--- config.mk ---
export PLATFORM = sky130hd
export DESIGN_NAME = ram_scan
export DESIGN_NICKNAME = d
export VERILOG_FILES = /design/src/rtl/ram_scan.sv
export SDC_FILE = /design/constraint.sdc
export NUM_CORES = 1
export LEC_CHECK = 0
export ABC_AREA = 1
export BUFFER_PORTS_ARGS = -buffer_cell sky130_fd_sc_hd__buf_2
export CAP_MARGIN = 20
export CORE_MARGIN = 5
export CORE_UTILIZATION = 45
export CTS_CLUSTER_SIZE = 28
export DETAILED_ROUTE_END_ITERATION = 10
export SETUP_SLACK_MARGIN = 0.2
export SYNTH_ARGS = -nofsm -noshare
export SYNTH_HDL_FRONTEND = slang
export SYNTH_SLANG_ARGS = --single-unit
export TNS_END_PERCENT = 100
--- constraint.sdc ---
create_clock -name clk_2 -period 1.6 [get_ports clk_2]
set_input_delay 0.48 -clock clk_2 [delete_from_list [all_inputs] [get_ports clk_2]]
set_output_delay 0.48 -clock clk_2 [all_outputs]
set_load 0.02 [all_outputs]
--- src/rtl/ram_scan.sv ---
// ram_scan: small register-file RAM with a write FSM and an auto-scan read port.
//
// A rising edge on the wr_en switch level commits one write of data_in to
// mem[addr_in]. Otherwise the block either reads mem[addr_in] (manual mode) or
// steps a scan address through the array every SCAN_DIV cycles (scan mode).
// Read data is registered and tagged with the address it came from.
//
// Ports:
//   clk_2    - sole clock, rising edge
//   reset    - asynchronous, active-low reset
//   wr_en    - write request level (edge-detected internally)
//   scan_en  - 1: auto-scan addresses, 0: manual addressing via addr_in
//   addr_in  - manual read/write address
//   data_in  - write data
//   addr_out - address of the word currently on data_out
//   data_out - registered read data
//   valid    - data_out/addr_out hold a completed read (low in the write cycle)
//   wr_ack   - one-cycle pulse during the cycle a write is committed
module ram_scan #(
    parameter int unsigned ADDR_WIDTH = 2,
    parameter int unsigned DATA_WIDTH = 4,
    parameter int unsigned SCAN_DIV   = 4
) (
    input  logic                  clk_2,
    input  logic                  reset,
    input  logic                  wr_en,
    input  logic                  scan_en,
    input  logic [ADDR_WIDTH-1:0] addr_in,
    input  logic [DATA_WIDTH-1:0] data_in,
    output logic [ADDR_WIDTH-1:0] addr_out,
    output logic [DATA_WIDTH-1:0] data_out,
    output logic                  valid,
    output logic                  wr_ack
);

    localparam int unsigned Depth = 2 ** ADDR_WIDTH;
    // Keep the prescaler at least one bit wide so SCAN_DIV = 1 still elaborates.
    localparam int unsigned PreW  = (SCAN_DIV > 1) ? $clog2(SCAN_DIV) : 1;
    localparam logic [PreW-1:0] PreLast = PreW'(SCAN_DIV - 1);

    typedef enum logic [1:0] {
        StIdle  = 2'd0,
        StWrite = 2'd1,
        StScan  = 2'd2
    } state_e;

    // Reset contents: the default 4-entry array holds 3, 6, 9, 12 (entry i
    // gets (i+1)*3); any other depth loads entry i with i*3. Both wrap to
    // DATA_WIDTH bits.
    function automatic logic [DATA_WIDTH-1:0] init_word(input int unsigned idx);
        int unsigned v;
        v = (ADDR_WIDTH == 2) ? (idx + 1) * 3 : idx * 3;
        return DATA_WIDTH'(v);
    endfunction

    state_e                  state_q, state_d;
    logic                    wr_en_q;
    logic                    wr_rise;
    logic [ADDR_WIDTH-1:0]   cnt_q;
    logic [PreW-1:0]         pre_q;
    logic [DATA_WIDTH-1:0]   mem_q [Depth];
    logic [ADDR_WIDTH-1:0]   addr_out_q;
    logic [DATA_WIDTH-1:0]   data_out_q;
    logic                    valid_q;
    logic                    wr_ack_q;

    assign wr_rise = wr_en & ~wr_en_q;

    // A write edge wins from any state; otherwise every state (including the
    // one-cycle WRITE) simply follows scan_en.
    always_comb begin
        state_d = state_q;
        if (wr_rise) begin
            state_d = StWrite;
        end else if (scan_en) begin
            state_d = StScan;
        end else begin
            state_d = StIdle;
        end
    end

    always_ff @(posedge clk_2 or negedge reset) begin
        if (!reset) begin
            state_q    <= StIdle;
            wr_en_q    <= 1'b0;
            cnt_q      <= '0;
            pre_q      <= '0;
            addr_out_q <= '0;
            data_out_q <= '0;
            valid_q    <= 1'b0;
            wr_ack_q   <= 1'b0;
            for (int unsigned i = 0; i < Depth; i++) begin
                mem_q[ADDR_WIDTH'(i)] <= init_word(i);
            end
        end else begin
            state_q  <= state_d;
            wr_en_q  <= wr_en;
            valid_q  <= (state_d != StWrite);
            wr_ack_q <= (state_d == StWrite);
            unique case (state_q)
                StIdle: begin
                    // Holding the scan position at zero makes IDLE -> SCAN
                    // always restart from address 0.
                    cnt_q      <= '0;
                    pre_q      <= '0;
                    data_out_q <= mem_q[addr_in];
                    addr_out_q <= addr_in;
                end
                StWrite: begin
                    // Write-first: the read port shows the word being written.
                    // The scan counter stalls; the prescaler restarts so the
                    // resumed address gets a full dwell.
                    mem_q[addr_in] <= data_in;
                    data_out_q     <= data_in;
                    addr_out_q     <= addr_in;
                    pre_q          <= '0;
                end
                StScan: begin
                    data_out_q <= mem_q[cnt_q];
                    addr_out_q <= cnt_q;
                    if (pre_q == PreLast) begin
                        pre_q <= '0;
                        cnt_q <= cnt_q + 1'b1;
                    end else begin
                        pre_q <= pre_q + 1'b1;
                    end
                end
                default: begin
                    cnt_q <= '0;
                    pre_q <= '0;
                end
            endcase
        end
    end

    assign addr_out = addr_out_q;
    assign data_out = data_out_q;
    assign valid    = valid_q;
    assign wr_ack   = wr_ack_q;

endmodule

## After elaboration in Yosys (flattened, before gate mapping)

Cells that the tools add are included.

| word-level totals | value |
|---|---|
| flip-flop bits (word level) | 31 |
| bits of input ports | 10 |
| output and inout bits | 8 |
| logic and storage cells | 51 |

| cells by class | value |
|---|---|
| add/subtract/negate cells | 2 |
| $lt $le $gt $ge | 3 |
| eq/ne operators | 6 |
| muxes and demuxes | 17 |
| bitwise operators | 5 |
| reductions and logical operators | 6 |

Operator list:

| kind | number |
|---|---|
| 4-bit 2-to-1 mux | 5 |
| 4-bit binary-select mux with 2-bit select | 2 |
| 16-bit bitwise mux | 1 |
| 4-bit one-hot mux with 3 select lines | 1 |
| 2-bit 2-to-1 mux | 5 |
| 4-bit demux with 2-bit select | 1 |
| 2-bit one-hot mux with 2 select lines | 2 |
| 3-bit >= comparator, second input constant | 2 |
| 2-bit inverter with 3-bit output | 2 |
| 2-bit by 1-bit adder with 2-bit output, second input constant | 2 |
| 2-bit by 1-bit equality test with 1-bit output, second input constant | 2 |
| 2-bit equality test, second input constant | 2 |
| 3-bit by 1-bit < comparator with 1-bit output, second input constant | 1 |
| 3-bit nonzero test | 1 |
| 2-bit logical NOT | 1 |
| 2-bit by 1-bit inequality test with 1-bit output, second input constant | 1 |
| 2-bit inequality test, second input constant | 1 |
| 1-bit inverter | 2 |
| 2-bit AND reduction | 1 |
| 2-bit nonzero test | 1 |
| 2-bit OR reduction | 1 |
| 1-bit bitwise AND | 1 |
| 1-bit logical AND | 1 |

## Logic depth before layout (Yosys ltp)

| depth | value |
|---|---|
| word-level depth | 6 |
| depth in mapped cells | 9 |
| mapped depth without buffers | 8 |

## Worst setup path after synthesis

Ideal clock, no wire load.

| timing path | value |
|---|---|
| path type | register -> register |
| start point | reg state_q[0] |
| end point | reg data_out_q[3], in the netlist data_out[3] |
| setup time | 117 ps |
| arrival time | 1286 ps |
| data required time | 1483 ps |
| setup slack | 196 ps |
| stages on the path, launching flop included | 10 |
| path buffers | 1 |
| clock period less this slack | 1404 ps |
| cells stage by stage | dfrtp_1 > inv_1 > ha_1 > buf_4 > inv_1 > nor2_1 > o211ai_1 > nand3_1 > nand3_1 > nand2_1 |

| on the way | value |
|---|---|
| word-level cells in the longest chain between the ends | 2 |
| elaborated cells between the ends (all ways) | 5 |
| classes of those cells | eq/ne: 2; mux: 1; reduce/logical: 2 |

RTL lines:

| element | line | RTL |
|---|---|---|
| start: declaration | 56 | `state_e state_q, state_d;` |
| start signal: assignment | 84 | `state_q <= StIdle;` |
| start signal: assignment | 96 | `state_q <= state_d;` |
| 2-bit equality test, or another cell as far along | 100 | `unique case (state_q)` |
| 4-bit one-hot mux with 3 select lines or 3-bit nonzero test (tied branches) | -- |  |
| end signal: assignment | 106 | `data_out_q <= mem_q[addr_in];` |
| end signal: assignment | 114 | `data_out_q <= data_in;` |
| end signal: assignment | 119 | `data_out_q <= mem_q[cnt_q];` |
| end: declaration | 63 | `logic [DATA_WIDTH-1:0] data_out_q;` |

Several ways; a longest one is shown, not always the timed one.
A chain may end at the register's enable or synchronous reset.

==> impl_metrics.yaml <==
detailed_routing:
  vias_per_cell: 4.94
  wl_per_cell_um: 12.9
  via_count: 1398
  remaining_drc_errors: 0
  wl_um: 3660
  dr.pass1.iters: 4
  drt_iter0_drc: 82
  antenna_left: 0
yosys:
  netlist_area_mm2: 0.00157
  syn_inst: 210
  synth_compound_area_share_pct: 9.03
  synthDistinctLibCells: 20
  yosys.area.top_type: "dfrtp_1"
  synth-seq-cells: 30
  synth_top_family_by_area: "simple AND/OR/NAND/NOR gates"
  synth-simple-area-share_pct: 28.9
  syn_nets: 224
  ys_seq_area_share_pct: 48.6
  synth_top_area_share_pct: 35.1
  synthMuxAreaShare_pct: 0
  avgSynthCellArea_um2: 7.46
  synth_fa_ha_area_share_pct: 3.19
  yosysWarnings: 0
  synthXorXnorAreaFrac_pct: 0
  ys_top_cells_by_area: "dfrtp_1 (35%), nand2_1 (18%), dfstp_2 (13%)"
worst_setup_path:
  path_buf_inv: 1
  max_stage_delay_ns: 0.43
  crit_family: "flip-flops"
  crit_required_ns: 1.12
  crit_type: "register to output port"
  setup.worst_path.start_class: "register"
  cp_slowest_cell: "dfrtp_2"
  crit_chain: "buf_4"
  arrival_ns: 0.92
  crit_fanout: 4
  critPathCaptureType: "output port"
cells_and_area:
  final_cell_mix: "nand2_1 (74), inv_1 (30), nand3_1 (21), dfrtp_1 (21), o21ai_0 (16)"
  n_antenna_cell: 0
  final_nets: 250
  fin_area_mm2: 0.00184
  areaGrowthSynthToFinish_pct: 17.3
  final_core_util_pct: 54.6
  final_cells: 283
  layout_commonest_cell: "nand2_1"
  drive_above_1_share_pct: 19.8
cts:
  clk_latency_ns: 0.33
  h-tree-depth: 2
  cts_tree: "built"
  clk_pin_slew_ns: 0.10
  ctsHoldBuffers: 0
  cts_sinks: 30
  numCtsBuffers: 5
  clock-root-buffer: "clkbuf_4"
  clock_path_buffers: 2
timing:
  finalCritPeriodShare_pct: 87.6
  finalSetupTns_ns: 0
  skew_ns: 0.0126
  final-setup-viol-count: 0
  relSlewSlack_pct: 72.1
  max_freq_ghz: 0.714
  slew_viol_final: 0
  rsz0062_at_grt: "yes"
  period_minus_slack_ns: 1.40
  hold_viol: 0
  max_slew.worst_pin.slew_ns: 0.419
power_and_ir_drop:
  clockPowerShare_pct: 23.5
  power_density_mw_per_mm2: 1090
  combPwrFrac_pct: 25.3
  power.switching_mw: 0.664
  vdd_drop_max_mv: 0.743
  internal_power_mw: 1.34
  power_frac_seq_pct: 51.1
  total_leakage_power_nw: 0.965
  switching_share_pct: 33.2
global_route:
  grt_overflow: 0
  antenna_found_initial: 0
  grt_max_degree: 17
  grt_pass1_vias: 1335
  grt_usage_pct: 16.3
  grt_pass1_wl_um: 6160
floorplanning:
  initial_core_util_pct: 46.6
  fp-row-count: 21
  dieArea_mm2: 0.00476
  top_level_ports: 18
  coreArea_mm2: 0.00336
  dieWidth_um: 69
  die_y_um: 69
placement:
  hpwl_um: 2730
  gp_congestion: 0.984
  port_buffers: 17
  dpl-instance-area_mm2: 0.00170
  dp.cells: 269
run:
  drv_cap: 0
outcome:
  status: "finished clean"
worst_hold_path:
  hold_class: "primary input to asynchronous set/reset pin"
==> registers in the layout (all words and copies together) (netlist names) <==
register  cells
addr_out      2
state_q       2
wr_en_q       1
pre_q         2
mem_q        16
cnt_q         2
valid         1
data_out      4
==> power groups by stage <==
stage                     registers (mW)  clock network (mW)  logic [mW]
after global placement              1.03                   0       0.454
final                               1.02               0.471       0.507
after floorplan                     1.04                   0       0.300
after detailed placement            1.03                   0       0.467
after global routing                1.04               0.514       0.590
after CTS                           1.02               0.485       0.473
==> stage by stage <==
step                      power [mW]  hold WS [ns]  worst slack (ns)
after global routing            2.14        0.0608             0.152
after global placement          1.48         0.413             0.175
after CTS                       1.98        0.0498             0.182
after detailed placement        1.50         0.417             0.115
final                           2.00        0.0432             0.199
after floorplan                 1.34         0.184             0.261
==> area by class of cell <==
| type | instances | area, um2 |
|---|---|---|
| Fill cell | 354 | 1530 |
| Sequential cell | 30 | 762 |
| Multi-Input combinational cell | 142 | 667 |
| Timing Repair Buffer | 26 | 174 |
| Inverter | 31 | 116 |
| Tap cell | 46 | 57.6 |
| Clock buffer | 7 | 55.1 |
| Clock inverter | 1 | 5.00 |
==> layer usage <==
layer  vias up  track usage (%)  routed length, um
li1        705                -                  -
met3         8             4.80                208
met5         -                0                  0
met2        30             26.2               1770
met1       655             20.4               1610
met4         0             6.51                 70
==> final timing paths <==
kind                                            from                      end  slack [ns]  cells past startpoint
worst max-delay path            state_q[0]$_DFF_PN0_                   wr_ack        0.20                      1
worst min-delay path                           reset  data_out[3]$_DFFE_PN0P_        0.04                      1
worst max register to register  state_q[1]$_DFF_PN0_     mem_q[6]$_DFFE_PN0P_        0.25                      4
worst min register to register    pre_q[0]$_DFF_PN0_       pre_q[0]$_DFF_PN0_        0.45                      1
max in group asynchronous                      reset    mem_q[12]$_DFFE_PN1P_        1.06                      2
min in group clk_2                             wr_en        wr_en_q$_DFF_PN0_        0.27                      1
==> cells in the mapped netlist, drive strengths merged <==
master,n
nand3b,1
ha,4
o21bai,1
o211ai,1
a21oi,5
dfrtp,22
nand2,74
nand3,22
o21ai,16
dfstp,8
o22ai,1
clkbuf,1
nor2,14
inv,31
o31ai,2
nor3,1
buf,6
==> cells by family (layout without fill, tap and decap cells) <==
family / Yosys count / after routing
and+or+nand+nor: 112 / 112
buffers and inverters: 38 / 65
DFF: 30 / 30
AOI/OAI and AO/OA: 26 / 26
adders and majority gates: 4 / 4
==> what timing repair did <==
action                     4_1_cts  5_1_grt
gates resized for setup          3        5
gates cloned                     0        0
setup endpoints to repair        6       11
buffers inserted                 0        6
Note: power is estimated with default switching activity, not from simulation.
